<file path="config.mk">
export PLATFORM = sky130hd
export DESIGN_NAME = fetch_unit
export DESIGN_NICKNAME = d
export VERILOG_FILES = /design/src/rtl/fetch_unit.sv
export SDC_FILE = /design/constraint.sdc
export NUM_CORES = 1
export LEC_CHECK = 0
export ABC_AREA = 0
export CAP_MARGIN = 20
export CORE_MARGIN = 2
export CORE_UTILIZATION = 45
export DETAILED_ROUTE_END_ITERATION = 16
export PLACE_DENSITY = 0.7
export SLEW_MARGIN = 20
export SYNTH_ARGS = -nofsm -noshare
export SYNTH_HDL_FRONTEND = slang
export SYNTH_SLANG_ARGS = --single-unit
</file>
<file path="constraint.sdc">
create_clock -name clk -period 6.62 [get_ports clk]
set_input_delay 1.655 -clock clk [delete_from_list [all_inputs] [get_ports clk]]
set_output_delay 1.655 -clock clk [all_outputs]
set_load 0.005 [all_outputs]
</file>
<file path="src/rtl/fetch_unit.sv">
// fetch_unit: instruction-fetch stage owning the fetch PC, tagging in-order memory responses and buffering them for decode
// Ports:
//   clk, rst                 clock (rising edge) and asynchronous active-high reset
//   Branch, BrPC             execute-stage redirect strobe and target (low two bits ignored)
//   stall                    decode cannot accept the head instruction this cycle
//   imem_req/imem_addr       request valid and address, handshaked by imem_rdy
//   imem_rdata_vld/rdata     in-order instruction responses
//   inst_vld/inst_out/PC_out FIFO head valid, instruction word and its PC
module fetch_unit #(
  parameter logic [31:0] RESET_PC = 32'h0000_0000,
  parameter int          DEPTH    = 2
) (
  input  logic        clk,
  input  logic        rst,
  input  logic        Branch,
  input  logic [31:0] BrPC,
  input  logic        stall,
  input  logic        imem_rdy,
  input  logic        imem_rdata_vld,
  input  logic [31:0] imem_rdata,
  output logic        imem_req,
  output logic [31:0] imem_addr,
  output logic        inst_vld,
  output logic [31:0] inst_out,
  output logic [31:0] PC_out
);
  localparam int CW = $clog2(DEPTH + 1);
  localparam int IW = $clog2(DEPTH);
  logic [31:0]   r_pc;
  logic [31:0]   r_pend [DEPTH];
  logic [31:0]   r_inst [DEPTH];
  logic [31:0]   r_ipc  [DEPTH];
  logic [IW-1:0] r_pend_wr, r_pend_rd, r_wr, r_rd;
  logic [CW-1:0] r_count, r_out, r_drop;
  logic [CW:0]   w_used;
  logic [CW-1:0] w_out_rsp;
  logic          w_acc, w_keep, w_pop;
  function automatic logic [IW-1:0] inc(input logic [IW-1:0] p);
    return (p == IW'(DEPTH - 1)) ? '0 : p + 1'b1;
  endfunction
  // Buffered entries plus in-flight requests never exceed DEPTH, so every response has a FIFO slot.
  assign w_used    = {1'b0, r_count} + {1'b0, r_out};
  assign imem_req  = !rst && !Branch && (w_used < (CW+1)'(DEPTH));
  assign imem_addr = r_pc;
  assign inst_vld  = r_count != '0;
  assign inst_out  = inst_vld ? r_inst[r_rd] : '0;
  assign PC_out    = inst_vld ? r_ipc[r_rd] : '0;
  assign w_acc     = imem_req && imem_rdy;
  assign w_keep    = imem_rdata_vld && !Branch && r_drop == '0;
  assign w_pop     = inst_vld && !stall && !Branch;
  assign w_out_rsp = r_out - CW'(imem_rdata_vld);
  always_ff @(posedge clk or posedge rst) begin
    if (rst) begin
      r_pc      <= RESET_PC;
      r_pend_wr <= '0;
      r_pend_rd <= '0;
      r_wr      <= '0;
      r_rd      <= '0;
      r_count   <= '0;
      r_out     <= '0;
      r_drop    <= '0;
    end else begin
      // Every response consumes its tag, whether it is kept or dropped.
      if (imem_rdata_vld) r_pend_rd <= inc(r_pend_rd);
      if (Branch) begin
        r_pc    <= {BrPC[31:2], 2'b00};
        r_wr    <= '0;
        r_rd    <= '0;
        r_count <= '0;
        r_out   <= w_out_rsp;
        r_drop  <= w_out_rsp;
      end else begin
        if (w_acc) begin
          r_pend_wr <= inc(r_pend_wr);
          r_pc      <= r_pc + 32'd4;
        end
        if (w_keep) r_wr <= inc(r_wr);
        if (w_pop) r_rd <= inc(r_rd);
        if (imem_rdata_vld && r_drop != '0) r_drop <= r_drop - 1'b1;
        r_out   <= w_out_rsp + CW'(w_acc);
        r_count <= r_count + CW'(w_keep) - CW'(w_pop);
      end
    end
  end
  // Payload storage needs no reset: outputs are masked by inst_vld and tags are only read once written.
  always_ff @(posedge clk) begin
    if (w_acc) r_pend[r_pend_wr] <= r_pc;
    if (w_keep) begin
      r_inst[r_wr] <= imem_rdata;
      r_ipc[r_wr]  <= r_pend[r_pend_rd];
    end
  end
  assert property (@(posedge clk) disable iff (rst) !(imem_rdata_vld && r_out == '0));
endmodule

</file>
==> results.md, run 1 <==
* Boundary pin count at between 150 and 200
* Total number of yosys warnings at 0
* Hold-critical path depth at 1
* Wire length of the first global-routing pass at 31.87 mm
* Cell-by-cell listing of the critical path: clkdlybuf4s50_1, nor4_4, clkdlybuf4s50_1
* Path class of the lowest-slack min-delay path: flop to flop
* Max-cap check violation count at 0
* Worst-case reg-to-reg path depth at 8
* Signed area change from the synthesized netlist to the final layout at 28.57%
* Final RePlAce weighted congestion at ~0.85
* Beginning of the worst hold path: r_pend_wr
* Post-CTS Hold Buffers at 0
* All-layer global routing usage at 18.50%
* Run status: finished, final reports clean
* Post-Syn Area per Cell at between 10 and 15 um2
* Max Slew Vio Count at 0
* TritonCTS Buffers at 23
* Total count of hold-check failures in the final report at 0
* Required time at the worst-slack endpoint at between 4 and 5 ns
* Hold-critical path endpoint: r_pend_wr
* Via count at 5,843
* Leakage Power at a little over 4 nW
* Seq/Total Area, Yosys at between 70% and 80%
* Overflow left after global routing at 0
* Top cell type's share of synthesized area at between 50% and 60%
* Worst reg2reg setup slack at around 3.0 ns
* Number of antenna violations at the first check in global routing at 0
* Global-route met3 utilization at under 10%
* Met2 track demand over resource in global routing at between 30% and 40%
* Summed negative setup slack over all endpoints at 0 ns
* Port-buffer cells at 161
* Timing-limited maximum frequency at about 210 MHz
* Later-pin clock latency in the skew report at between 0.5 and 0.6 ns
* Layout cell share with drive strength beyond 1 at roughly 10%
* Remaining number of nets flagged by the antenna check after routing at 0
* Primary flip-flop cell chosen by synthesis mapping: sky130_fd_sc_hd__edfxtp_1
* Gate count after technology mapping at 631
* Critical setup path kind: input pin to primary output
* Dominant cells by area after synthesis: sky130_fd_sc_hd__edfxtp_1 60%, sky130_fd_sc_hd__dfrtp_1 11%, sky130_fd_sc_hd__mux2i_1 7.2%
* Type of element capturing the critical path: primary output
* Sort of element at the start of the critical path: input pin
* Area fraction in compound gates after synthesis at roughly 4.7%
* CTS root buf: sky130_fd_sc_hd__clkbuf_16
* Max Clock Skew at around 0.017 ns
* Endpoints failing setup at 0
* Post-route fraction of the period consumed by the critical path at between 70% and 80%
* Worst path top cell family by delay: buffers and inverters
* Share of the core filled with cells at 58.88%
* Remaining routing DRC violations at 0
* Post-Synth XOR/XNOR Area at 0.8533%
* Clock transition at path regs at ~0.06 ns
* Layer with the highest usage after global routing: met2
* Post-CTS setup buffers at 0
* Fin worst setup slack at 1.838 ns
* Unrepaired setup endpoints after global routing: false
* Minimum period implied by the final worst setup slack at around 4.8 ns
* Number of enable-type register cells in the synthesized netlist at roughly 180
* Netlist area before placement at just over 9000 um2
* Width of the die at between 100 and 150 um
* Drt initial violations at 418
* Slew of the pin with the lowest slew margin at between 0.7 and 0.8 ns
* Clock buffer depth at 3
* Cell types with the highest counts after synthesis: 184 x sky130_fd_sc_hd__edfxtp_1, 81 x sky130_fd_sc_hd__nor2_1, 66 x sky130_fd_sc_hd__mux2i_1
* Start of the worst register-to-register path: r_count[0]
* Destination of the worst register-to-register timing path: imem_addr[26]
* Worst setup slack before clock tree synthesis at 1.857 ns
* Area of the die at between 20,000 and 25,000 um2
* Relative slew slack at between 40% and 50%
* Final HPWL DP at about 13 mm
* Total of flip-flops plus latches after synthesis at 224
* Peak per-stage delay on the critical path at about 0.57 ns
* Cell taking the most area after synthesis: sky130_fd_sc_hd__edfxtp_1
* H-tree levels at 1
* Worst Path Max Fanout at 5
* Most repeated library cell on the critical path: sky130_fd_sc_hd__clkdlybuf4s50_1
* Final Routed Wirelength at roughly 20 mm
* Row cnt at 52
* Die height at ~150 um
* Highest ir drop seen on vdd at between 0.00015 and 0.0002 V
* Clock tree from TritonCTS: yes
* Synth Area in Simple Gates at about a tenth
* Proportion of register bits with asynchronous set or reset after synthesis at ~18%
* Wirelength per Cell at 18.82 um
* First-pass detailed-route iteration total at 5
* Total power draw at about 3.9 mW
* Adder-cell area share of the yosys netlist at 1.029%
* Num Clock Sinks at 224
* Count of different cell masters after synthesis at 47
* Multiplexer share of the synthesized area at between 10% and 20%
* Initial cell density of the core at roughly 46%
* Placeable core area at just over 20,000 um2
* Crit path arrival time at 3.13 ns
* Largest net degree at the start of global routing at 65
* Antenna diodes at 0
* Drt via density at ~5.4
* Final nets at a little under 900
* Cell with the biggest individual delay on the critical path: sky130_fd_sc_hd__clkdlybuf4s50_1
* Largest family of logic cells by synthesized area: multiplexers
* Met1 track demand over resource in global routing at between 20% and 30%
* Number of global-route vias before repair at roughly 5,800
* Buffers & Inverters on Critical Path at 2
* Power Dens Cells at between 300 and 400 nW/um2
* Count of instances resized after the clock tree is built at 0
* Count leader, synth: sky130_fd_sc_hd__edfxtp_1
==> registers in the layout, indices dropped and copies added, names as in the netlist <==
name       cells
r_inst        64
r_ipc         60
r_pend        60
imem_addr     30
r_count        2
r_drop         2
r_out          2
r_pend_rd      1
r_pend_wr      1
r_rd           1
r_wr           1
==> layout by cell type, fill, tap and decap left out, drive strengths merged, types with 5 or more instances in the layout <==
master         synthesis  routed
edfxtp               184     184
clkdlybuf4s50          0     161
nor2                  81      81
mux2i                 66      66
dfrtp                 40      40
nand2                 34      34
mux2                  30      30
clkbuf                15      29
o21ai                 17      17
nand3                 16      16
inv                   14      14
nand4                 10      10
a221o                  9       9
buf                   18       9
clkinv                 1       9
and4                   7       7
nor3                   7       7
o211ai                 6       6
and3                   6       6
a22oi                  6       6
xnor2                  6       6
ha                     6       6
o311ai                 5       5
and2                   5       5
a21oi                  5       5
nor4                   5       5
==> metrics by stage <==
stage,instance area [um2],cells,hold WS (ns)
after global placement,11140,1040,0.5029
after detailed placement,11140,1040,0.5084
final,11880,1082,0.5173
after floorplan,9249,634,0.4608
after CTS,11850,1081,0.5218
after global routing,11880,1082,0.5531
==> cells by family (layout without fill, tap and decap cells) <==
group / count (synthesis) / in the layout
AO/OA/AOI/OAI: 60 / 60
XOR/XNOR: 9 / 9
adder cells (fa/ha/maj): 7 / 7
buffers and inverters: 48 / 226
flip-flops: 224 / 224
multiplexers: 96 / 96
other: 1 / 4
AND/OR/NAND/NOR: 186 / 186
==> layer usage <==
layer  wire [um]  up-vias
met5           0        -
met4         314        0
met3        1303       29
met2       10150      204
met1        8598     2901
li1            -     2709
==> report_power, final <==
| group | internal (mW) | switching (mW) |
|---|---|---|
| Clock | 0.718 | 0.501 |
| Combinational | 0.461 | 0.397 |
| Sequential | 1.71 | 0.138 |
| Total | 2.89 | 1.04 |
==> final cells by class <==
| cell class | instances | area [um2] |
|---|---|---|
| Fill cell | 1582 | 8293 |
| Sequential cell | 224 | 6530 |
| Multi-Input combinational cell | 362 | 2546 |
| Timing Repair Buffer | 170 | 1692 |
| Clock buffer | 29 | 598.1 |
| Tap cell | 270 | 337.8 |
| Clock inverter | 12 | 116.4 |
| Inverter | 15 | 56.30 |
==> worst max-delay path by stage <==
stage,from,slack (ns),depth (start not counted),endpoint
3_5_place_dp,rst,1.86,7,imem_addr[26]
5_1_grt,rst,1.81,3,imem_req
6_report,rst,1.84,3,imem_req
3_3_place_gp,rst,1.88,3,imem_req
4_1_cts,rst,1.85,3,imem_req
2_1_floorplan,Branch,1.51,4,r_inst[0][0]
No activity file was read; power rests on OpenSTA's default activity.
==> run 2, diff against run 1 <==
- PLACE_DENSITY: 0.7 -> 0.73
- clock period: 6.62 -> 4.1 ns (I/O delays scaled with it)
==> results.md, run 2 (synthesis results as in run 1) <==
* Summed negative setup slack over all endpoints at 0 ns
* Worst path top cell family by delay: flip-flops
* Cell-by-cell listing of the critical path: buf_4, mux2i_1, nor2_1, clkdlybuf4s50_1
* Overflow left after global routing at 0
* Sequential share of power at about 48%
* Leading cell type in the layout, fill and taps excluded: sky130_fd_sc_hd__edfxtp_1
* Leakage Power at about 4.1 nW
* Total count of hold-check failures in the final report at 0
* Post-route fraction of the period consumed by the critical path at between 80 and 90%
* Placeable core area at around 20,000 um2
* Critical setup path kind: flop to primary output
* Relative contribution of the clock network to total power at between 20% and 30%
* Max-cap check violation count at 0
* Power Dens Cells at between 500 and 600 nW/um2
* Commonest cells after routing, fill and taps aside: 184 x sky130_fd_sc_hd__edfxtp_1, 161 x sky130_fd_sc_hd__clkdlybuf4s50_1, 77 x sky130_fd_sc_hd__nor2_1
* Start of the worst register-to-register path: r_count[0]
* Row cnt at 52
* Beginning of the worst hold path: r_pend_wr
* Clock tree from TritonCTS: yes
* Minimum period implied by the final worst setup slack at around 3.6 ns
* Slew of the pin with the lowest slew margin at about 0.93 ns
* Wire length of the first global-routing pass at approximately 31 mm
* Final nets at just under 900
* Switching power of the nets at about 1.6 mW
* CP Launch Point: r_rd
* H-tree levels at 1
* Hold-critical path endpoint: r_pend_wr
* Later-pin clock latency in the skew report at 0.49 ns
* Clock transition at path regs at roughly 0.06 ns
* Worst-case reg-to-reg path depth at 10
* Run status: finished, final reports clean
* Timing-limited maximum frequency at between 200 and 300 MHz
* Type of element capturing the critical path: primary output
* Register containing the most flip-flops in the final layout: r_inst
* Drt via density at about 5.4
* Final HPWL DP at about 13 mm
* Remaining routing DRC violations at 0
* Worst reg2reg setup slack at 1.25 ns
* Unrepaired setup endpoints after global routing: false
* Remaining number of nets flagged by the antenna check after routing at 0
* Area of the die at roughly 22,000 um2
* Hold-critical path depth at 1
* Port-buffer cells at approximately 160
* Worst Path Max Fanout at between 40 and 50
* Path class of the lowest-slack min-delay path: flop to flop
* Crit path arrival time at 2.59 ns
* Fin worst setup slack at 0.4890 ns
* Flip-flop count of the largest register after layout at 64
* Sort of element at the start of the critical path: flop
* Initial cell density of the core at 45.80%
* Destination of the worst register-to-register timing path: imem_addr[26]
* Number of antenna violations at the first check in global routing at 0
* Signed area change from the synthesized netlist to the final layout at 28.27%
* Sw Share at a little over a quarter
* Peak per-stage delay on the critical path at between 0.9 and 1 ns
* Share of total power in combinational logic at roughly 22%
* Max Clock Skew at just under 0.009 ns
* Clock buffer depth at 3
* Antenna diodes at 0
* Buffers & Inverters on Critical Path at 2
* Highest ir drop seen on vdd at ~0.00026 V
* Post-route worst hold slack at around 0.53 ns
* Num Clock Sinks at roughly 220
* Drt initial violations at 397
* Post-CTS setup buffers at 0
* Final RePlAce weighted congestion at about 0.82
* Largest net degree at the start of global routing at 67
* Count of instances resized after the clock tree is built at 0
* Int Pwr at 4.552 mW
* Relative slew slack at 37.69%
* Via count at 5,831
* Share of the core filled with cells at 58.75%
* Endpoints failing setup at 0
* Die height at roughly 150 um
* Total power draw at approximately 6.2 mW
* Wirelength per Cell at between 15 and 20 um
* All-layer global routing usage at between 15 and 20%
* Worst setup slack before clock tree synthesis at 0.5590 ns
* Cell with the biggest individual delay on the critical path: sky130_fd_sc_hd__dfrtp_4
* TritonCTS Buffers at 23
* First-pass detailed-route iteration total at 5
* Boundary pin count at between 150 and 200
* Max Slew Vio Count at 0
* Largest registers: r_inst (64), r_ipc (60), r_pend (60)
* Required time at the worst-slack endpoint at ~3.1 ns
* Width of the die at roughly 150 um
* Final Routed Wirelength at around 20 mm
* Number of global-route vias before repair at ~5,800
* CTS root buf: sky130_fd_sc_hd__clkbuf_16
* Layout cell share with drive strength beyond 1 at around a tenth
* Post-CTS Hold Buffers at 0
-- run 2: cell count changes in the layout (fill, tap and decap cells not counted) --
cell                         previous run  this run
sky130_fd_sc_hd__bufinv_16              2         0
sky130_fd_sc_hd__clkinv_2               5         3
sky130_fd_sc_hd__nor2_2                 2         1
sky130_fd_sc_hd__clkinv_1               3         9
sky130_fd_sc_hd__clkinv_4               1         0
sky130_fd_sc_hd__buf_4                  8        15
sky130_fd_sc_hd__nor2_1                76        77
sky130_fd_sc_hd__clkbuf_8               0         1
sky130_fd_sc_hd__buf_12                 1         0
sky130_fd_sc_hd__clkinvlp_4             2         1
sky130_fd_sc_hd__clkbuf_1               6         4
-- run 2: worst reg2reg max path: stages (launching register included) --
cell and delay, ns:
sky130_fd_sc_hd__dfrtp_1 0.42, sky130_fd_sc_hd__and2_1 0.17, sky130_fd_sc_hd__fa_1 0.50, sky130_fd_sc_hd__nor4_4 0.36, sky130_fd_sc_hd__nand2_2 0.10, sky130_fd_sc_hd__buf_4 0.23, sky130_fd_sc_hd__inv_1 0.11, sky130_fd_sc_hd__nor2_1 0.13
sky130_fd_sc_hd__buf_4 0.25, sky130_fd_sc_hd__a22o_1 0.18, sky130_fd_sc_hd__or3_1 0.29
-- run 2: metrics by stage --
stage | cell area [um2] | instances
final | 11850 | 1087
after global routing | 11850 | 1087
after CTS | 11850 | 1087
after detailed placement | 11190 | 1047
after global placement | 11190 | 1047
after floorplan | 9249 | 634
-- run 2: final cells by class --
cell class                      instances  area (um2)
Sequential cell                       224        6530
Inverter                               15       56.30
Multi-Input combinational cell        362        2544
Clock inverter                         12       52.55
Clock buffer                           28       604.3
Tap cell                              270       337.8
Fill cell                            1584        8320
Timing Repair Buffer                  176        1724
-- run 2: power groups by stage --
stage	logic (mW)	clock network, mW	registers (mW)
2_1_floorplan	0.791	0	2.92
3_3_place_gp	1.35	0	3.02
3_5_place_dp	1.39	0	3.03
4_1_cts	1.40	1.87	2.99
5_1_grt	1.51	1.96	3.02
6_report	1.38	1.82	2.99
-- run 2: worst max-delay path by stage --
stage	to	depth (start not counted)
after floorplan	r_inst[0][0]	4
after global placement	imem_req	3
after CTS	inst_out[21]	4
after global routing	PC_out[22]	4
after detailed placement	r_inst[1][24]	4
final	inst_out[21]	4
-- run 2: metal layers --
layer	part of all wire [%]	track usage, %	wire (um)
met5	0	0	0
met4	2.0	5.481	407
met2	48	30.75	9605
met1	42	24.32	8361
met3	7.5	3.416	1487
==> run 3, diff against run 2 <==
- CORE_ASPECT_RATIO: not set -> 0.6
- PLACE_DENSITY: 0.73 -> 0.75
==> results.md, run 3 (synthesis results as in run 1) <==
* Area of the die at 21,730 um2
* Relative contribution of the clock network to total power at slightly below 30%
* Later-pin clock latency in the skew report at 0.50 ns
* Sequential share of power at 47.7%
* Met1 track demand over resource in global routing at 29.14%
* Num Clock Sinks at 224
* Post-route worst hold slack at ~0.52 ns
* Layout fillers at ~1,600
* Share of total power in combinational logic at a little under a quarter
* Total count of hold-check failures in the final report at 0
* Type of element capturing the critical path: primary output
* Run status: finished, final reports clean
* Clock tree from TritonCTS: yes
* Relative slew slack at 43.23%
* Largest net degree at the start of global routing at 67
* Power Dens Cells at between 500 and 600 nW/um2
* Summed negative setup slack over all endpoints at 0 ns
* Worst path top cell family by delay: simple AND/OR/NAND/NOR gates
* Drt initial violations at between 400 and 500
* Boundary pin count at around 170
* Highest ir drop seen on vdd at around 0.00027 V
* Post-route fraction of the period consumed by the critical path at between 80% and 90%
* Post-CTS Hold Buffers at 0
* Sw Share at between 20% and 30%
* Clock buffer depth at 3
* Number of antenna violations at the first check in global routing at 0
* Int Pwr at 4.537 mW
* Row cnt at 40
* Endpoints failing setup at 0
* Port-buffer cells at between 150 and 200
* Leading cell type in the layout, fill and taps excluded: sky130_fd_sc_hd__edfxtp_1
* Initial cell density of the core at roughly 46%
* Layer with the highest usage after global routing: met2
* Path class of the lowest-slack min-delay path: flop to flop
* Worst Path Max Fanout at 5
* Global-route met3 utilization at roughly 4.1%
* Hold-critical path endpoint: r_pend_wr
* Max-cap check violation count at 0
* Max Clock Skew at between 0.01 and 0.015 ns
* Hold-critical path depth at 1
* Beginning of the worst hold path: r_pend_wr
* Cell-by-cell listing of the critical path: and2_1, fa_1, nor4_4, clkdlybuf4s50_1
* Commonest cells after routing, fill and taps aside: 184 x sky130_fd_sc_hd__edfxtp_1, 161 x sky130_fd_sc_hd__clkdlybuf4s50_1, 77 x sky130_fd_sc_hd__nor2_1
* H-tree levels at 1
* Wirelength per Cell at ~19 um
* Final nets at roughly 900
* Final HPWL DP at around 14 mm
* All-layer global routing usage at about a fifth
* Worst-case reg-to-reg path depth at 10
* Count of instances resized after the clock tree is built at 0
* Number of global-route vias before repair at roughly 5,700
* Sort of element at the start of the critical path: flop
* Die height at about 110 um
* Timing-limited maximum frequency at 275.8 MHz
* Critical setup path kind: flop to primary output
* Width of the die at 189.0 um
* Layout cell share with drive strength beyond 1 at 10.27%
* Max Slew Vio Count at 0
* Via count at between 5,000 and 6,000
* Worst reg2reg setup slack at about 1.2 ns
* Unrepaired setup endpoints after global routing: false
* Flip-flop count of the largest register after layout at 64
* Slew of the pin with the lowest slew margin at between 0.8 and 0.9 ns
* Peak per-stage delay on the critical path at 0.59 ns
* Remaining routing DRC violations at 0
* Final RePlAce weighted congestion at ~0.8
* Start of the worst register-to-register path: r_count[0]
* Antenna diodes at 0
* First-pass detailed-route iteration total at 5
* Met2 track demand over resource in global routing at between 20 and 30%
* Post-CTS setup buffers at 0
* Leakage Power at between 4 and 5 nW
* Overflow left after global routing at 0
* Buffers & Inverters on Critical Path at 1
* Switching power of the nets at approximately 1.7 mW
* Register containing the most flip-flops in the final layout: r_inst
* Footprint of the flip-flops and latches at ~6500 um2
* Cell with the biggest individual delay on the critical path: sky130_fd_sc_hd__clkdlybuf4s50_1
* Required time at the worst-slack endpoint at ~3.1 ns
* Clock transition at path regs at 0.06 ns
* Crit path arrival time at 2.60 ns
* Final Routed Wirelength at between 20 and 25 mm
* Minimum period implied by the final worst setup slack at around 3.6 ns
* Remaining number of nets flagged by the antenna check after routing at 0
* CTS root buf: sky130_fd_sc_hd__clkbuf_16
* Largest registers: r_inst (64), r_ipc (60), r_pend (60)
* Destination of the worst register-to-register timing path: imem_addr[7]
* Wire length of the first global-routing pass at 32.37 mm
* Area of the multi-input gates at roughly 2500 um2
* Signed area change from the synthesized netlist to the final layout at 28.57%
* Drt via density at roughly 5.3
* Placeable core area at roughly 20,000 um2
* TritonCTS Buffers at 21
run 3: changes by cell type in the layout (fill, tap and decap cells not counted), moves of 2 or more:
cell / previous run / this run
sky130_fd_sc_hd__clkbuf_1: 4 / 9
sky130_fd_sc_hd__clkinv_1: 9 / 2
sky130_fd_sc_hd__clkbuf_16: 23 / 21
sky130_fd_sc_hd__clkinv_2: 3 / 1
sky130_fd_sc_hd__buf_12: 0 / 2
sky130_fd_sc_hd__clkbuf_8: 1 / 3
run 3: power by group through the flow:
stage / registers, mW / logic [mW] / clock network [mW]
2_1_floorplan: 2.92 / 0.791 / 0
3_3_place_gp: 3.01 / 1.43 / 0
3_5_place_dp: 3.02 / 1.45 / 0
4_1_cts: 2.97 / 1.45 / 1.87
5_1_grt: 3.00 / 1.58 / 1.96
6_report: 2.97 / 1.44 / 1.82
run 3: per-layer routing:
layer	wire length (um)	vias up	part of all wire [%]
li1	-	2715	-
met1	9992	2841	48
met2	9168	183	44
met3	1368	27	6.6
met4	288	0	1.4
met5	0	-	0
run 3: worst max path at each step:
stage | startpoint | endpoint | depth (start not counted)
2_1_floorplan | Branch | r_inst[0][0] | 4
3_3_place_gp | rst | imem_req | 3
3_5_place_dp | rst | imem_req | 3
4_1_cts | r_count[0] | imem_req | 4
5_1_grt | r_count[0] | imem_req | 4
6_report | r_count[0] | imem_req | 4
run 3: metrics by stage:
step	instances	worst slack [ns]	power (mW)	utilization [%]	instance area (um2)
final	1091	0.4740	6.229	59.18	11880
after global routing	1091	0.4184	6.540	59.18	11880
after CTS	1091	0.4669	6.287	59.18	11880
after detailed placement	1053	0.5412	4.460	56.02	11240
after global placement	1053	0.5505	4.432	56.02	11240
after floorplan	634	-0.3804	3.716	-	9249
run 3: layout make-up:
cell class | instances | share of cell area (%)
tap | 273 | 2.876
timing repair buffer | 179 | 14.92
inverter | 15 | 0.4741
multi-input combinational | 362 | 21.42
clock inverter | 5 | 0.2739
sequential | 224 | 54.98
clock buffer | 33 | 5.057
